$ cat src/rtl/param_reg_file.sv
// param_reg_file: DEPTH x WIDTH register file with one write port, two read ports,
// optional write-to-read bypass, optional hardwired-zero entry 0 and a background clear engine.
module param_reg_file #(
   parameter int WIDTH     = 8,
   parameter int DEPTH     = 4,
   parameter int ADDR_W    = $clog2(DEPTH),
   parameter int BYPASS    = 1,
   parameter int ZERO_REG0 = 0
) (
   input  logic              clk,
   input  logic              reset,
   input  logic              write_enable,
   input  logic [ADDR_W-1:0] write_addr,
   input  logic [WIDTH-1:0]  write_data,
   output logic              write_accept,
   input  logic [ADDR_W-1:0] read_addr_0,
   output logic [WIDTH-1:0]  read_data_0,
   input  logic [ADDR_W-1:0] read_addr_1,
   output logic [WIDTH-1:0]  read_data_1,
   input  logic              clear_start,
   output logic              busy,
   output logic              clear_done
);
   localparam logic [ADDR_W:0] DEPTH_V = (ADDR_W+1)'(DEPTH);
   localparam logic [ADDR_W:0] LAST    = (ADDR_W+1)'(DEPTH-1);
   typedef enum logic {IDLE, CLEARING} state_t;
   state_t            state, state_next;
   logic [WIDTH-1:0]  mem [DEPTH];
   logic [ADDR_W:0]   ptr;
   logic [ADDR_W-1:0] ra  [2];
   logic [WIDTH-1:0]  rdv [2];
   assign busy         = state == CLEARING;
   assign write_accept = write_enable & ~busy & ~clear_start & ({1'b0, write_addr} < DEPTH_V)
                         & ~(ZERO_REG0 != 0 && write_addr == '0);
   assign ra[0]        = read_addr_0;
   assign ra[1]        = read_addr_1;
   assign read_data_0  = rdv[0];
   assign read_data_1  = rdv[1];
   // out-of-range and hardwired-zero addresses mask the storage lookup entirely
   always_comb begin
      for (int p = 0; p < 2; p++)
         rdv[p] = ({1'b0, ra[p]} >= DEPTH_V || (ZERO_REG0 != 0 && ra[p] == '0)) ? '0 :
                  (BYPASS != 0 && write_accept && write_addr == ra[p]) ? write_data : mem[ra[p]];
   end
   always_comb begin
      state_next = (state == IDLE && clear_start) ? CLEARING :
                   (state == CLEARING && ptr == LAST) ? IDLE : state;
   end
   always_ff @(posedge clk) state <= reset ? IDLE : state_next;
   always_ff @(posedge clk) begin
      if (reset) begin
         ptr        <= '0;
         clear_done <= 1'b0;
         for (int i = 0; i < DEPTH; i++) mem[i] <= '0;
      end else begin
         clear_done <= busy && ptr == LAST;
         if (busy) begin
            mem[ptr[ADDR_W-1:0]] <= '0;
            ptr                  <= ptr + (ADDR_W+1)'(1);
         end else if (clear_start)
            ptr <= '0;
         else if (write_accept)
            mem[write_addr] <= write_data;
      end
   end
endmodule

$ cat config.mk
export PLATFORM = sky130hd
export DESIGN_NAME = param_reg_file
export DESIGN_NICKNAME = d
export VERILOG_FILES = /design/src/rtl/param_reg_file.sv
export SDC_FILE = /design/constraint.sdc
export NUM_CORES = 1
export LEC_CHECK = 0
export BUFFER_PORTS_ARGS = -buffer_cell sky130_fd_sc_hd__buf_4
export CORE_ASPECT_RATIO = 0.7
export CORE_MARGIN = 2
export CORE_UTILIZATION = 60
export CTS_CLUSTER_SIZE = 16
export DETAILED_ROUTE_END_ITERATION = 8
export GPL_TIMING_DRIVEN = 0
export HOLD_SLACK_MARGIN = 0.1
export PLACE_DENSITY = 0.95
export SYNTH_ARGS = -nofsm -noshare
export SYNTH_HDL_FRONTEND = slang
export SYNTH_SLANG_ARGS = --single-unit
$ cat constraint.sdc
create_clock -name clk -period 7 [get_ports clk]
set_clock_uncertainty 0.1 [all_clocks]
set_input_delay 1.4 -clock clk [delete_from_list [all_inputs] [get_ports clk]]
set_output_delay 1.4 -clock clk [all_outputs]
set_load 0.05 [all_outputs]
==> results of run 1 <==
-- power groups by stage --
| stage | Clock (W) | Combinational [W] | Sequential, W |
|---|---|---|---|
| 2_1_floorplan | 0 | 0.0000892 | 0.000261 |
| 3_3_place_gp | 0 | 0.000123 | 0.000260 |
| 3_5_place_dp | 0 | 0.000126 | 0.000262 |
| 4_1_cts | 0.000143 | 0.000127 | 0.000257 |
| 5_1_grt | 0.000152 | 0.000134 | 0.000258 |
| 6_report | 0.000142 | 0.000128 | 0.000257 |
-- worst register-to-register path, stage by stage (launching register included) --
cell      delay, ns
dfxtp_1        0.41
nor4b_2        0.55
o221ai_2       0.37
nand2_1        0.43
-- cells in the final DEF (no fill, tap or decap), drive strengths merged --
master | netlist | final
buf | 5 | 37
edfxtp | 32 | 32
nor2 | 29 | 29
mux4 | 16 | 16
mux2 | 16 | 16
nand2 | 11 | 11
inv | 9 | 9
clkbuf | 1 | 9
dfxtp | 5 | 5
xnor2 | 4 | 4
nor4b | 3 | 3
nand3 | 2 | 2
nor2b | 2 | 2
o221ai | 2 | 2
nand2b | 2 | 2
a21oi | 2 | 2
ha | 2 | 2
nor3b | 2 | 2
clkinv | 1 | 1
nor4bb | 1 | 1
and2 | 1 | 1
o31ai | 1 | 1
or4b | 1 | 1
o2111ai | 1 | 1
a211oi | 1 | 1
o31a | 1 | 1
and3 | 1 | 1
-- worst max-delay path by stage --
stage	from	to	slack [ns]	depth (start not counted)
after global routing	read_addr_0[0]	read_data_0[4]	2.67	5
after floorplan	clear_start	read_data_0[0]	2.38	4
after CTS	read_addr_1[0]	read_data_1[2]	2.72	4
after detailed placement	read_addr_1[0]	read_data_1[2]	2.73	4
after global placement	read_addr_0[0]	read_data_0[2]	2.75	4
final	clear_start	read_data_0[4]	2.73	5
-- through the flow --
stage / setup slack [ns] / utilization [%] / hold slack [ns] / instance area, um2 / total power, W
after floorplan: 2.38 / - / 0.402 / 2110 / 0.000350
after global placement: 2.75 / 73.9 / 0.433 / 2410 / 0.000383
after detailed placement: 2.73 / 73.9 / 0.454 / 2410 / 0.000388
after CTS: 2.72 / 76.4 / 0.466 / 2490 / 0.000527
after global routing: 2.67 / 76.8 / 0.503 / 2500 / 0.000544
final: 2.73 / 76.8 / 0.476 / 2500 / 0.000527
-- flip-flops by register name, summed over array words and instances (netlist names) --
signal / count
ptr: 3
busy: 1
clear_done: 1
mem: 32
-- area by class of cell --
type                            instances  area [um2]
Sequential cell                        37        1060
Timing Repair Buffer                   32         240
Buffer                                  6        35.0
Multi-Input combinational cell        101         986
Fill cell                             221         756
Tap cell                               47        58.8
Inverter                               10        37.5
Clock buffer                            8        80.1
-- routing by layer --
layer / share of wire, % / global-route usage, %
met5: 0 / 0
met4: 1.5 / 8.04
met3: 9.5 / 8.61
met2: 50 / 46.1
met1: 39 / 35.5
-- cell families (layout without fill, tap and decap cells) --
logic type	after synthesis	in the layout	share of synthesized area, %
AND/OR/NAND/NOR	55	55	14.3
flip-flops	37	37	50.2
multiplexers	32	32	25.6
buffers and inverters	16	56	3.43
AO/OA/AOI/OAI	8	8	3.73
XOR/XNOR	4	4	1.66
adder cells (fa/ha/maj)	2	2	1.18
==> results.ini, run 1 <==
[sta]
finalSetupViolations=0
slew_headroom_pct=60.2
drv_slew=0
fin_crit_sh_pct=61.0
period_needed_ns=4.27
hold_violations=0
tns_ns=0
clock.fmax_mhz=234
tightest_slew_ns=0.597
grt_setup_unrepaired=false

[clocking]
numCtsBuffers=5
root_buffer=clkbuf_8
cts.hold.buffers_added=0
h-tree-depth=2
cts.repair.resized=0
clock_latency_ns=0.29
clock_path_buffers=2
cts.clk_slew.worst_paths_ns=0.07
cts_tree=yes
cts.sink_count=37
cts_setup_buffers=0

[routing]
wl_per_cell_um=19.9
drt-vias-per-instance=6.03
drt_iter0_markers=150
drc_errors=0
vias=1454
first_pass_iters=4
final_antenna_net_count=0
totalWireLength_um=4780

[floorplan]
dieArea_mm2=0.00402
core_area_mm2=0.00325
io_pins=37
rows=17
die_w_um=75.0
start_util_pct=65.0
die_height_um=53.7

[worst_setup_path]
reg2reg_slack_ns=4.79
critPathMaxFanout=9
startpoint_type=input port
arrival_ns=2.77
crit_buf_inv=2
cp_cell_sequence=buf_4, nor3b_2, nand3_2, mux2_2, buf_4
slowest_delay_ns=0.38
critPathTopFamily=simple AND/OR/NAND/NOR gates
critPathKind=in -> out
crit_path_top_delay_cell=mux2_2
r2r_end=mem[0][4]
r2r_cells=3
endpoint_kind=output pin
timing.rr.start=busy
critPathMostFrequentCell=buf_4
critPathRequiredTime_ns=5.50

[pwr]
vdd_drop_max_mv=0.166
clkPwrFrac_pct=27.0
p_leak_nw=0.981
netSwitchingFraction_pct=29.8
p_comb_share_pct=24.3
internal_power_w=0.000370
power_density_mw_per_mm2=211
switchingPower_w=0.000157
seqPwrFrac_pct=48.7

[place]
gp_congestion=0.849
place_hpwl_um=3300
dp_cells=232
io_buffers=31

[synth]
netlist-cell-type-count=30
synth_top_cell_by_area=edfxtp_1
synth.ff_latch_count=37
ys_top_cells_by_area=edfxtp_1 (45%), mux4_2 (17%), mux2_2 (8.5%), nor2_1 (5.1%), dfxtp_1 (4.7%)
syn_avg_cell_area_um2=13.7
yosysTopAreaCellShare_pct=45.4
yosysMostFrequentCell=edfxtp_1
netlist_area_mm2=0.00211
synth-async-reset-ratio_pct=0
ys_seq_area_share_pct=50.2
syn_nets=174
yosysWarnings=0
synth-edff-count=32
yosys-top-cells-count=edfxtp_1 (32), nor2_1 (29), mux2_2 (16), mux4_2 (16), nand2_1 (11)
ys.flop_type=edfxtp_1
syn_inst=154

[cells_and_area]
final_cell_count_no_fill=241
drive_gt1_share_pct=43.8
area_growth_pct=18.2
nets=213
diodes=0

[min_path]
hp-start=ptr[0]
min_path_cells=2
hold_path_class=reg -> reg
worstHoldEndpoint=ptr[0]

[global_routing]
grt_pass1_vias=1493
grt_pass1_wl_um=7570
grt.overflow.total=0
grtUsageTotal_pct=27.7
antenna_found_initial=0
grt_max_degree=11

[outcome]
status=finished, final reports clean

[job]
cap_violations=0

(Power assumes the default switching activity.)
==> inputs of run 2 (changes only) <==
CORE_UTILIZATION = 50   (was 60)
PLACE_DENSITY = 0.86   (was 0.95)
clock period = 3.5 ns   (was 7 ns; I/O delays follow)
==> results.ini, run 2 (synthesized netlist as in run 1, its figures left out) <==
[pwr]
vdd_drop_max_mv=0.356
p_leak_nw=0.976
power_density_mw_per_mm2=423

[floorplan]
dieArea_mm2=0.00477
core_area_mm2=0.00399
start_util_pct=52.9
die_w_um=81.7
rows=19
die_height_um=58.4
io_pins=37

[worst_setup_path]
r2r_cells=3
critPathLaunch=clear_start
timing.rr.start=busy
crit_path_end=read_data_1[4]
reg2reg_slack_ns=1.26
critPathMaxFanout=9
arrival_ns=2.05
r2r_end=mem[3][0]
critPathRequiredTime_ns=2.70
startpoint_type=input port
critPathKind=in -> out
endpoint_kind=output pin

[place]
io_buffers=31
dp_cells=237
gp_congestion=0.777
place_hpwl_um=3360

[cells_and_area]
multi_input_area_um2=986
largest_reg_flops=32
top_register=mem
regArea_mm2=0.00106
final_cell_count_no_fill=245
reg.largest.list=mem (32), ptr (3)
drive_gt1_share_pct=43.5
final_common_cell=buf_4
nFillCells=310
area_growth_pct=18.1
nets=212
final_cell_mix=buf_4 (33), edfxtp_1 (32), nor2_1 (29)
diodes=0

[routing]
vias=1465
wl_met2_um=2500
wl_met1_um=1960
drt_iter0_markers=201
first_pass_iters=4
wl_met3_um=321
drt-vias-per-instance=5.98
final_antenna_net_count=0
drc_errors=0
highest_layer=met4
wl_per_cell_um=19.8
totalWireLength_um=4840

[clocking]
cts_setup_buffers=0
clock_path_buffers=2
cts.hold.buffers_added=0
cts_tree=yes
cts.repair.resized=0
numCtsBuffers=5
cts.clk_slew.worst_paths_ns=0.07
cts.sink_count=37
clock_latency_ns=0.29
h-tree-depth=2
root_buffer=clkbuf_8

[sta]
finalSetupViolations=0
drv_slew=0
grt_setup_unrepaired=false
slew_headroom_pct=39.4
hold_violations=0
clock.fmax_mhz=350
fin_crit_sh_pct=81.5
period_needed_ns=2.85
tightest_slew_ns=0.904
tns_ns=0

[outcome]
status=finished, final reports clean

[global_routing]
grt_pass1_vias=1527
grt_pass1_wl_um=7630
antenna_found_initial=0
grt_max_degree=11
grtUsageTotal_pct=22.7
grt.overflow.total=0

[min_path]
hold_path_class=reg -> reg

[job]
cap_violations=0

[run 2: cell count changes in the layout (fill, tap and decap cells not counted)]
cell | before | now
buf_4 | 34 | 33
[run 2: per-stage QoR]
| stage | hold slack, ns | setup WS, ns | util, % | total power [W] | area [um2] |
|---|---|---|---|---|---|
| floorplan | 0.402 | 0.279 | - | 0.000700 | 2110 |
| global placement | 0.435 | 0.473 | 60.4 | 0.000767 | 2410 |
| detailed placement | 0.479 | 0.406 | 60.4 | 0.000777 | 2410 |
| CTS | 0.496 | 0.637 | 62.4 | 0.00106 | 2490 |
| global route | 0.539 | 0.584 | 62.5 | 0.00109 | 2500 |
| finish | 0.517 | 0.647 | 62.5 | 0.00106 | 2500 |
[run 2: area by class of cell]
| cell class | count | area share (%) |
|---|---|---|
| tap | 52 | 2.61 |
| buffer | 6 | 1.40 |
| timing repair buffer | 31 | 9.32 |
| clock buffer | 8 | 3.21 |
| inverter | 10 | 1.50 |
| sequential | 37 | 42.5 |
| multi-input combinational | 101 | 39.5 |
[run 2: worst max-delay path: stages]
cell and delay, ns:
buf_4 0.16, nor3b_2 0.31, nand3_2 0.32, mux2_2 0.37, buf_4 0.19
[run 2: worst min path at each step]
stage,from,endpoint,slack [ns],depth (start not counted)
finish,ptr[0],ptr[0],0.52,2
global route,ptr[0],ptr[0],0.54,2
CTS,ptr[0],ptr[0],0.50,2
detailed placement,ptr[0],ptr[0],0.48,2
global placement,ptr[0],ptr[0],0.43,2
floorplan,ptr[0],ptr[0],0.40,2
[run 2: where the power goes]
| group | switching, W | internal [W] | leakage (nW) |
|---|---|---|---|
| Clock | 0.000148 | 0.000141 | 0.0395 |
| Sequential | 0.0000126 | 0.000501 | 0.373 |
| Combinational | 0.000157 | 0.0000968 | 0.564 |
[run 2: per-layer routing]
| metal | track usage, % | vias up |
|---|---|---|
| met4 | 6.19 | 0 |
| met2 | 40.3 | 57 |
| li1 | - | 659 |
| met1 | 28.7 | 742 |
| met5 | 0 | - |
| met3 | 4.29 | 7 |
==> inputs of run 3 (changes only) <==
ABC_AREA = 1   (was unset)
CORE_UTILIZATION = 56   (was 50)
PLACE_DENSITY = 0.9   (was 0.86)
clock period = 2.7 ns   (was 3.5 ns; I/O delays follow)
==> results.ini, run 3 <==
[synth]
ys_top_cells_by_area=edfxtp_1 (42%), nand2_1 (17%), o211ai_1 (10%), inv_1 (5.2%), nor2_1 (4.6%)
synth.ff_latch_count=37
syn_avg_cell_area_um2=7.97
ys_seq_area_share_pct=46.0
synth_top_cell_by_area=edfxtp_1
yosysTopAreaCellShare_pct=41.7
yosysWarnings=0
syn_nets=309
yosysMostFrequentCell=nand2_1
netlist-cell-type-count=24
synth-async-reset-ratio_pct=0
ys.flop_type=edfxtp_1
syn_inst=289
netlist_area_mm2=0.00230
yosys-top-cells-count=nand2_1 (103), edfxtp_1 (32), inv_1 (32), o211ai_1 (32), nor2_1 (28)
synth-edff-count=32

[sta]
tightest_slew_ns=0.905
grt_setup_unrepaired=false
setup_slack_ns=0.260
tns_ns=0
slew_headroom_pct=39.4
clock.fmax_mhz=410
hold_violations=0
finalSetupViolations=0
drv_slew=0
fin_crit_sh_pct=90.4
period_needed_ns=2.44

[floorplan]
start_util_pct=58.4
rows=19
die_height_um=57.7
die_w_um=80.7
dieArea_mm2=0.00465
io_pins=37
core_area_mm2=0.00395

[global_routing]
grt_max_degree=13
antenna_found_initial=0
grtUsageTotal_pct=27.8
grt_pass1_vias=1979
grt_pass1_wl_um=9550
grt.overflow.total=0

[worst_setup_path]
arrival_ns=1.80
reg2reg_slack_ns=0.63
critPathRequiredTime_ns=2.06
critPathKind=reg -> out
endpoint_kind=output pin
startpoint_type=register
critPathMaxFanout=9

[clocking]
cts_tree=yes
h-tree-depth=2
clock_path_buffers=2
root_buffer=clkbuf_8
cts.sink_count=37
cts.hold.buffers_added=0
clock_latency_ns=0.29
cts.clk_slew.worst_paths_ns=0.07
cts.repair.resized=0
cts_setup_buffers=0
numCtsBuffers=5

[routing]
drc_errors=0
first_pass_iters=5
totalWireLength_um=5890
drt_iter0_markers=329
drt-vias-per-instance=5.62
final_antenna_net_count=0
vias=2142
wl_per_cell_um=15.5

[place]
place_hpwl_um=4400
place_ws_ns=0.344
gp_congestion=0.958
io_buffers=32
dp_cells=373

[pwr]
vdd_drop_max_mv=0.282
power_density_mw_per_mm2=543
p_leak_nw=1.30

[min_path]
hold_path_class=in -> reg

[cells_and_area]
reg.largest.list=mem (32), ptr (3)
largest_reg_flops=32
diodes=0
nets=348
nFillCells=316
area_growth_pct=17.0
final_common_cell=nand2_1
final_util_pct=68.4
final_cell_count_no_fill=381
final_cell_mix=nand2_1 (103), inv_1 (32), o211ai_1 (32), buf_4 (32), edfxtp_1 (32)
top_register=mem
drive_gt1_share_pct=19.5

[job]
cap_violations=0

[outcome]
status=finished, final reports clean

run 3: worst paths after layout:
path         startpoint              to  cells after the start
max                busy  read_data_1[5]                      8
min               reset      clear_done                      2
max reg2reg        busy       mem[3][2]                      6
min reg2reg      ptr[0]          ptr[0]                      1
run 3: per-stage QoR:
stage	total power, W	hold slack, ns	cell area (um2)
6_report	0.00146	0.336	2700
5_1_grt	0.00152	0.336	2700
2_1_floorplan	0.000959	0.346	2300
3_3_place_gp	0.00107	0.369	2610
3_5_place_dp	0.00108	0.372	2610
4_1_cts	0.00146	0.324	2700
run 3: layout make-up:
class	instances	area (um2)	area share, %
sequential	37	1060	39.3
multi-input combinational	204	1040	38.7
timing repair buffer	32	240	8.91
inverter	36	135	5.01
clock buffer	6	72.6	2.69
tap	52	65.1	2.41
buffer	12	63.8	2.37
clock inverter	2	15.0	0.557
run 3: layer usage:
metal / vias up / wire length (um) / global-route usage [%]
li1: 1034 / - / -
met1: 956 / 2490 / 38.1
met2: 137 / 2570 / 41.3
met4: 0 / 153 / 13.3
met5: - / 0 / 0
met3: 15 / 676 / 7.94
run 3: cell families after synthesis:
logic type / count (synthesis) / synth area share, %
adder cells (fa/ha/maj): 2 / 1.09
flip-flops: 37 / 46.0
AO/OA/AOI/OAI: 38 / 12.8
buffers and inverters: 48 / 8.63
XOR/XNOR: 2 / 1.41
AND/OR/NAND/NOR: 162 / 30.0
run 3: critical path, cell delays in order (launching register included):
cell and delay [ns]:
dfxtp_1 0.32, buf_6 0.14, nor2_8 0.18, nand2_4 0.10
a21oi_4 0.29, nand2_4 0.13, nand2_1 0.10, nand2_1 0.05
buf_4 0.18
run 3: report_power, final:
| group | leakage (nW) | internal [W] | switching, W |
|---|---|---|---|
| sequential | 0.373 | 0.000660 | 0.0000170 |
| clock | 0.0374 | 0.000182 | 0.000206 |
| combinational | 0.893 | 0.000116 | 0.000283 |
